--- config.mk ---
export PLATFORM = sky130hd
export DESIGN_NAME = mux_n_w_pipe
export DESIGN_NICKNAME = d
export VERILOG_FILES = /design/src/rtl/cpu_pkg.sv /design/src/rtl/mux_n_w_comb.sv /design/src/rtl/mux_n_w_pipe.sv
export SDC_FILE = /design/constraint.sdc
export NUM_CORES = 1
export LEC_CHECK = 0
export CAP_MARGIN = 40
export CORE_MARGIN = 1.5
export CORE_UTILIZATION = 40
export CTS_BUF_LIST = sky130_fd_sc_hd__clkbuf_4 sky130_fd_sc_hd__clkbuf_8 sky130_fd_sc_hd__clkbuf_16
export CTS_CLUSTER_DIAMETER = 80
export DETAILED_ROUTE_END_ITERATION = 6
export GPL_ROUTABILITY_DRIVEN = 0
export PLACE_DENSITY = 0.78
export SYNTH_ARGS = -nofsm -noshare
export SYNTH_HDL_FRONTEND = slang
export SYNTH_SLANG_ARGS = --single-unit
--- constraint.sdc ---
create_clock -name clk -period 1.6 [get_ports clk]
set_clock_uncertainty 0.05 [all_clocks]
set_input_delay 0.24 -clock clk [delete_from_list [all_inputs] [get_ports clk]]
set_output_delay 0.24 -clock clk [all_outputs]
set_load 0.1 [all_outputs]
--- src/rtl/cpu_pkg.sv ---
// Shared definitions for the CPU datapath selectors: the storage-state
// encoding of the skid-buffered pipeline stage and a width helper.
package cpu_pkg;

    // Occupancy of the main (M) and skid (S) registers.
    localparam logic [1:0] ST_EMPTY = 2'd0;  // neither register holds a beat
    localparam logic [1:0] ST_ONE   = 2'd1;  // M holds a beat, S is free
    localparam logic [1:0] ST_FULL  = 2'd2;  // M and S both hold beats

    // Width needed to encode n values, never less than one bit so that
    // a degenerate select still produces a legal vector.
    function automatic int clog2_min1(input int n);
        return (n <= 2) ? 1 : $clog2(n);
    endfunction

endpackage

--- src/rtl/mux_n_w_comb.sv ---
// Purely combinational N:1, WIDTH-bit selector. A select value with no
// matching input yields zero data and raises err.
module mux_n_w_comb
    import cpu_pkg::*;
#(
    parameter int WIDTH  = 32,
    parameter int NUM_IN = 4,
    localparam int SEL_W = clog2_min1(NUM_IN)
) (
    input  logic [NUM_IN*WIDTH-1:0] in_data,
    input  logic [SEL_W-1:0]        in_sel,
    output logic [WIDTH-1:0]        sel_data,
    output logic                    err
);

    // Unflattened view of the inputs: in_arr[k] is input k.
    logic [WIDTH-1:0] in_arr [NUM_IN];

    genvar gi;
    generate
        for (gi = 0; gi < NUM_IN; gi++) begin : g_unpack
            assign in_arr[gi] = in_data[gi*WIDTH +: WIDTH];
        end
    endgenerate

    // One-hot style compare against every legal index; no match means the
    // select is out of range, which leaves data at zero and flags err.
    always_comb begin
        sel_data = '0;
        err      = 1'b1;
        for (int k = 0; k < NUM_IN; k++) begin
            if (in_sel == SEL_W'(k)) begin
                sel_data = in_arr[k];
                err      = 1'b0;
            end
        end
    end

endmodule

--- src/rtl/mux_n_w_pipe.sv ---
// N:1 WIDTH-bit selector followed by a registered valid/ready stage with a
// one-entry skid buffer. in_ready comes straight from a flop, so there is no
// combinational path from out_ready back to in_ready, yet the stage still
// sustains one beat per cycle.
module mux_n_w_pipe
    import cpu_pkg::*;
#(
    parameter int WIDTH  = 32,
    parameter int NUM_IN = 4,
    localparam int SEL_W = clog2_min1(NUM_IN)
) (
    input  logic                    clk,
    input  logic                    rst,
    input  logic [NUM_IN*WIDTH-1:0] in_data,
    input  logic [SEL_W-1:0]        in_sel,
    input  logic                    in_valid,
    output logic                    in_ready,
    output logic [WIDTH-1:0]        out_data,
    output logic [SEL_W-1:0]        out_sel,
    output logic                    out_err,
    output logic                    out_valid,
    input  logic                    out_ready
);

    logic [WIDTH-1:0] sel_data;
    logic             sel_err;

    mux_n_w_comb #(
        .WIDTH  (WIDTH),
        .NUM_IN (NUM_IN)
    ) u_sel (
        .in_data  (in_data),
        .in_sel   (in_sel),
        .sel_data (sel_data),
        .err      (sel_err)
    );

    logic [1:0]       state_q,    state_d;
    logic             in_ready_q, in_ready_d;
    logic [WIDTH-1:0] m_data_q,   m_data_d;
    logic [SEL_W-1:0] m_sel_q,    m_sel_d;
    logic             m_err_q,    m_err_d;
    logic [WIDTH-1:0] s_data_q,   s_data_d;
    logic [SEL_W-1:0] s_sel_q,    s_sel_d;
    logic             s_err_q,    s_err_d;

    logic in_xfer;
    logic out_xfer;

    // M drives the outputs directly; it is valid whenever the stage is not empty.
    assign out_valid = (state_q != ST_EMPTY);
    assign out_data  = m_data_q;
    assign out_sel   = m_sel_q;
    assign out_err   = m_err_q;
    assign in_ready  = in_ready_q;

    assign in_xfer  = in_valid && in_ready_q;
    assign out_xfer = out_valid && out_ready;

    // Next-state and register-load decisions for the M/S pair.
    always_comb begin
        state_d  = state_q;
        m_data_d = m_data_q;
        m_sel_d  = m_sel_q;
        m_err_d  = m_err_q;
        s_data_d = s_data_q;
        s_sel_d  = s_sel_q;
        s_err_d  = s_err_q;
        case (state_q)
            ST_EMPTY: begin
                if (in_xfer) begin
                    m_data_d = sel_data;
                    m_sel_d  = in_sel;
                    m_err_d  = sel_err;
                    state_d  = ST_ONE;
                end
            end
            ST_ONE: begin
                if (in_xfer && out_xfer) begin
                    // M drains and refills in the same edge: no bubble.
                    m_data_d = sel_data;
                    m_sel_d  = in_sel;
                    m_err_d  = sel_err;
                end else if (out_xfer) begin
                    state_d = ST_EMPTY;
                end else if (in_xfer) begin
                    // Downstream stalled while upstream still had a beat in
                    // flight (in_ready was already 1): park it in S.
                    s_data_d = sel_data;
                    s_sel_d  = in_sel;
                    s_err_d  = sel_err;
                    state_d  = ST_FULL;
                end
            end
            ST_FULL: begin
                // in_ready is 0 here, so only the output side can move.
                if (out_xfer) begin
                    m_data_d = s_data_q;
                    m_sel_d  = s_sel_q;
                    m_err_d  = s_err_q;
                    state_d  = ST_ONE;
                end
            end
            default: begin
                state_d = ST_EMPTY;
            end
        endcase
        in_ready_d = (state_d != ST_FULL);
    end

    // State and data registers; reset also clears data so out_data reads 0
    // until the first beat is loaded.
    always_ff @(posedge clk) begin
        if (rst) begin
            state_q    <= ST_EMPTY;
            in_ready_q <= 1'b1;
            m_data_q   <= '0;
            m_sel_q    <= '0;
            m_err_q    <= 1'b0;
            s_data_q   <= '0;
            s_sel_q    <= '0;
            s_err_q    <= 1'b0;
        end else begin
            state_q    <= state_d;
            in_ready_q <= in_ready_d;
            m_data_q   <= m_data_d;
            m_sel_q    <= m_sel_d;
            m_err_q    <= m_err_d;
            s_data_q   <= s_data_d;
            s_sel_q    <= s_sel_d;
            s_err_q    <= s_err_d;
        end
    end

endmodule

### Yosys cells after proc, flatten, opt, wreduce, memory -nomap -nowiden

Index checks and enable logic that the tools add are counted.

* div/mod/pow operators: 0
* bitwise operators: 2
* add/sub/neg operators: 0
* reduce and logical (&&, ||, !) cells: 9
* shift operators: 0
* eq/ne operators: 9
* multiplexer cells: 26
* multipliers: 0
* magnitude comparators: 0

Operators with widths (number)
* $mux W32: 7
* $pmux W32 S3: 1
* $mux W2: 8
* $pmux W2 S3: 2
* $ne A2 B2 Y1 const B: 4
* $reduce_and A4 Y1: 2
* $mux W1: 7
* $eq A2 B2 Y1 const B: 3
* $eq A2 B1 Y1 const B: 2
* $logic_not A2 Y1: 2
* $logic_and A1 B1 Y1: 3
* $pmux W1 S3: 1
* $reduce_bool A3 Y1: 1
* $not A1 Y1: 2
* $reduce_bool A2 Y1: 1

* bits in read-only memories: 0
* output and inout port bits: 37
* logic and storage cells: 54
* bits in registers: 73
* memories kept: 0
* bits in writable memories: 0
* latch bits: 0

### Logic depth before layout (Yosys ltp)

* word-level depth: 7
* depth in mapped cells: 8

### Hierarchy

A second synthesis with hierarchy kept.

* cells, all modules: 366
* area total of the unflattened synthesis: 3900.0 um^2

By module, submodules not included
* mux_n_w_pipe: cells each 325, instances 1, area each 3074.2 um^2, seq. area each 1461.4 um^2
* mux_n_w_comb: cells each 41, instances 1, area each 825.8 um^2, seq. area each 0.0 um^2

### Worst setup path before layout

No wires, ideal clock.

* kind: reg-to-reg
* start: reg in_ready_q, in the netlist in_ready
* end: reg m_data_q[19], in the netlist out_data[19]
* data required time: 1.416 ns
* data arrival time: 2.276 ns
* path slack: -0.860 ns
* stages on the path, launching flop included: 6
* clock period less this slack: 2.460 ns
* cells stage by stage: dfxtp_1 > nand2_1 > o31a_1 > buf_2 > a2111oi_2 > nor3_2

* word-level cells in the longest chain between the ends: 4
* elaborated cells on any way between the ends: 5

RTL lines
* start, declared: line mux_n_w_pipe.sv:39 `logic in_ready_q, in_ready_d;`
* start signal, assigned: line mux_n_w_pipe.sv:125 `in_ready_q <= in_ready_d;`
* $logic_and A1 B1 Y1 (*): line mux_n_w_pipe.sv:57 `assign in_xfer = in_valid && in_ready_q;`
* $logic_and A1 B1 Y1: line mux_n_w_pipe.sv:79 `if (in_xfer && out_xfer) begin`
* $ne A2 B2 Y1 (no line)
* $reduce_and A4 Y1 (no line) (*)
* end signal, assigned: line mux_n_w_pipe.sv:126 `m_data_q <= m_data_d;`
* end, declared: line mux_n_w_pipe.sv:40 `logic [WIDTH-1:0] m_data_q, m_data_d;`

Mark *: on every way between the ends. The rest lies on a longest branch, timed or not.
A chain may end at the register's enable or synchronous reset.

### Final worst setup path

* start: reg state_q[0]
* end: reg m_data_q[13], in the netlist out_data[13]

* word-level cells in the longest chain between the ends: 5
* elaborated cells on any way between the ends: 12

RTL lines
* start, declared: line mux_n_w_pipe.sv:38 `logic [1:0] state_q, state_d;`
* start signal, assigned: line mux_n_w_pipe.sv:124 `state_q <= state_d;`
* $reduce_bool A2 Y1: line mux_n_w_pipe.sv:51 `assign out_valid = (state_q != ST_EMPTY);`
* $logic_and A1 B1 Y1: line mux_n_w_pipe.sv:58 `assign out_xfer = out_valid && out_ready;`
* $logic_and A1 B1 Y1: line mux_n_w_pipe.sv:79
* $ne A2 B2 Y1 (no line)
* $reduce_and A4 Y1 (no line)

Parallel ways exist; a longest one is shown, timed or not.

==> metrics.md <==
| Metric | Value |
|---|---|
| Status | `finished with violations` |
| Failing checks | `setup timing` |
| Row cnt | `37` |
| Leakage | `between 2 and 3 nW` |
| Max VDD drop | `between 0.6 and 0.7 mV` |
| Routed len/inst | `roughly 18 um` |
| Switching share of power | `between 30% and 40%` |
| Setup CP Type | `register to register` |
| Root Buffer Master | `clkbuf_8` |
| Setup WS post-layout | `-0.0923 ns` |
| Number of global-route vias before repair | `4188` |
| Family with the most delay on the worst path | `simple AND/OR/NAND/NOR gates` |
| Initial antenna violation count | `0` |
| Unrepaired setup endpoints after global routing | `yes` |
| First-pass GRT wire length | `20000 um` |
| Primary FF master, synth | `dfxtp_1` |
| CP Cell Sequence | `and2b_4, buf_12, clkbuf_16, nor3_1, a2111oi_1, nor3_1` |
| Placement Setup Slack | `-0.466 ns` |
| CTS H-Tree Depth | `3` |
| Worst path arrival time | `1.85 ns` |
| Combinational Power Share | `between 30% and 40%` |
| Clock Power Share | `26.4%` |
| DPL Wire Length | `just over 9000 um` |
| Starting density of the core | `41.6%` |
| CTS buffer count | `9` |
| Cell accounting for the most synthesized area | `dfxtp_1` |
| Via Count | `roughly 4200` |
| Post-Syn Area per Cell | `about 9.8 um2` |
| CTS sink cnt | `73` |
| Synth warn | `0` |
| Most used cell, CP | `nor3_1` |
| Top cells by area, synth | `dfxtp_1 34%, mux2i_1 23%, a22o_1 6.5%, nor3_1 6.5%, nor3b_1 5.5%` |
| WL final | `approximately 14000 um` |
| P&R area growth vs syn | `68.8%` |
| Post-Syn Instances | `roughly 440` |
| Top cells by count, synth | `101 x mux2i_1, 73 x dfxtp_1, 56 x nor3_1` |
| Worst Tran Pin Value | `~0.43 ns` |
| # setup viols final | `24` |
| Crit path launch type | `register` |
| Initial DRC Count | `around 210` |
| Register bit total from synthesis | `73` |
| Critical Path RT | `1.76 ns` |
| I/O pins | `approximately 170` |
| Yosys cell types | `34` |
| Max incr delay on CP | `roughly 0.40 ns` |
| Core area | `roughly 10000 um2` |
| Fin. Hold Viols | `0` |
| Diode count | `0` |
| Footprint of the multi-input gates | `~2800 um2` |
| Post-route DRC | `0` |
| HP Class | `primary input to register` |
| Final nets | `about 750` |
| Syn Std Cell Area | `approximately 4300 um2` |
| EDFF count, synth | `0` |
| Die area | `roughly 11000 um2` |
| Layout cells sized above 1 | `approximately 23%` |
| Worst path slowest cell | `a2111oi_1` |
| Sequential area share after synthesis | `between 30% and 40%` |
| Reg area | `between 1000 and 1500 um2` |
| TritonCTS clock tree | `built` |
| Top-area cell type share of the netlist area | `around a third` |
| Chip width | `around 110 um` |
| Syn nets | `575` |
| Clock Path Buffers | `2` |
| Cell Int Power | `between 0.003 and 0.004 W` |
| Most numerous cell in the Yosys netlist | `mux2i_1` |
| Congestion Overflow GR | `0` |
| Number of buffers added on ports | `between 150 and 200` |
| Clock slew at reported path FFs | `around 0.080 ns` |
| Async SR Flop Fraction | `0%` |
| Vert. Die Dim | `approximately 110 um` |
| P per Cell Area | `828 nW/um2` |
| Max-slew headroom | `a little under three quarters` |
| Drt first pass iters | `4` |
| Hold Slack | `about 0.22 ns` |
| Fin. max-slew vios | `0` |
| Power consumption | `approximately 0.006 W` |
| Vias per cell | `approximately 5.6` |
| Total GRT Usage | `about 22%` |
| Max Cap Viol | `0` |
| Seq pwr share | `approximately 34%` |
| Crit end category | `register` |
| Max Fclk | `591 MHz` |
| Min Tclk post-route | `around 1.7 ns` |
| Pin count of the biggest net entering global routing | `42` |
| Clk_lat worst skew | `0.34 ns` |
| DRT antenna net count | `0` |
| P_sw | `roughly 0.0021 W` |
| Fillcell total | `approximately 770` |
| Maximum fanout along the worst path | `14` |
| WP buf/inv | `2` |
| Part of the cycle the worst path needs | `106%` |
power by group through the flow:
stage / sequential, W / combinational [W] / clock (W)
3_3_place_gp: 0.00209 / 0.00223 / 0
2_1_floorplan: 0.00267 / 0.000703 / 0
4_1_cts: 0.00205 / 0.00229 / 0.00161
6_report: 0.00206 / 0.00240 / 0.00160
5_1_grt: 0.00207 / 0.00251 / 0.00170
3_5_place_dp: 0.00209 / 0.00227 / 0
kinds of logic after synthesis:
logic type / share of synthesized area [%]
buffers and inverters: 7.01
DFF: 33.7
and+or+nand+nor: 19.3
muxes: 23.3
AOI/OAI and AO/OA: 16.7
timing repair:
item                       in CTS  in global routing
setup endpoints to repair      35                 61
pin swaps                       0                 14
cloned                          1                  5
resized for setup              10                 29
setup buffers                   0                  4
hold buffers                    0                  0
cell type report:
type,instances,share of cell area [%]
Multi-Input combinational cell,319,38.1
Sequential cell,73,20.1
Timing Repair Buffer,213,36.6
Inverter,1,0.0513
Clock buffer,10,1.79
Clock inverter,5,1.11
Tap cell,136,2.32
per-stage QoR:
stage	utilization, %	cell area, um2	cells	setup TNS (ns)
final	70.3	7320	757	-0.387
after floorplan	-	4380	441	-1.06
after CTS	67.0	6980	748	-0.202
after detailed placement	64.3	6700	732	-24.62
after global routing	70.3	7320	757	-2.52
after global placement	64.3	6700	732	-22.10
final timing paths:
check                         from                        end  slack, ns  depth (start not counted)
max          state_q[0]$_SDFF_PP0_  out_data[13]$_SDFFE_PP0P_      -0.09                          6
max reg2reg  state_q[0]$_SDFF_PP0_  out_data[13]$_SDFFE_PP0P_      -0.09                          6
min reg2reg   s_err_q$_SDFFE_PP0P_       s_err_q$_SDFFE_PP0P_       0.44                          1
min                            rst    s_sel_q[1]$_SDFFE_PP0P_       0.22                          2
cell usage in the layout (no fill, tap or decap), types with 8 or more instances in the layout:
| cell type | instances |
|---|---|
| a2111oi_1 | 9 |
| a2111oi_2 | 15 |
| a2111oi_4 | 8 |
| a22o_1 | 32 |
| buf_12 | 50 |
| buf_4 | 18 |
| clkbuf_8 | 9 |
| clkdlybuf4s50_1 | 129 |
| dfxtp_1 | 70 |
| mux2i_1 | 101 |
| nor2_1 | 38 |
| nor3_1 | 55 |
| nor3_2 | 9 |
| nor3b_1 | 30 |
state kept, by name (all words and copies together), names as in the netlist:
register  count
out_data     32
state_q       2
out_err       1
s_data_q     32
out_sel       2
s_sel_q       2
s_err_q       1
in_ready      1
per-layer routing:
layer,global-route usage (%),routed length [um],up-vias
met5,0,0,-
met4,6.48,110,0
met3,4.74,954,11
met2,39.1,7190,162
met1,25.6,5570,2027
li1,-,-,2024
worst reg2reg max path: stages, from the launching register on:
cell,delay [ns]
dfxtp_2,0.33
and2b_4,0.31
buf_12,0.13
clkbuf_16,0.17
nor3_1,0.07
a2111oi_1,0.40
nor3_1,0.10
(Power assumes the default switching activity.)
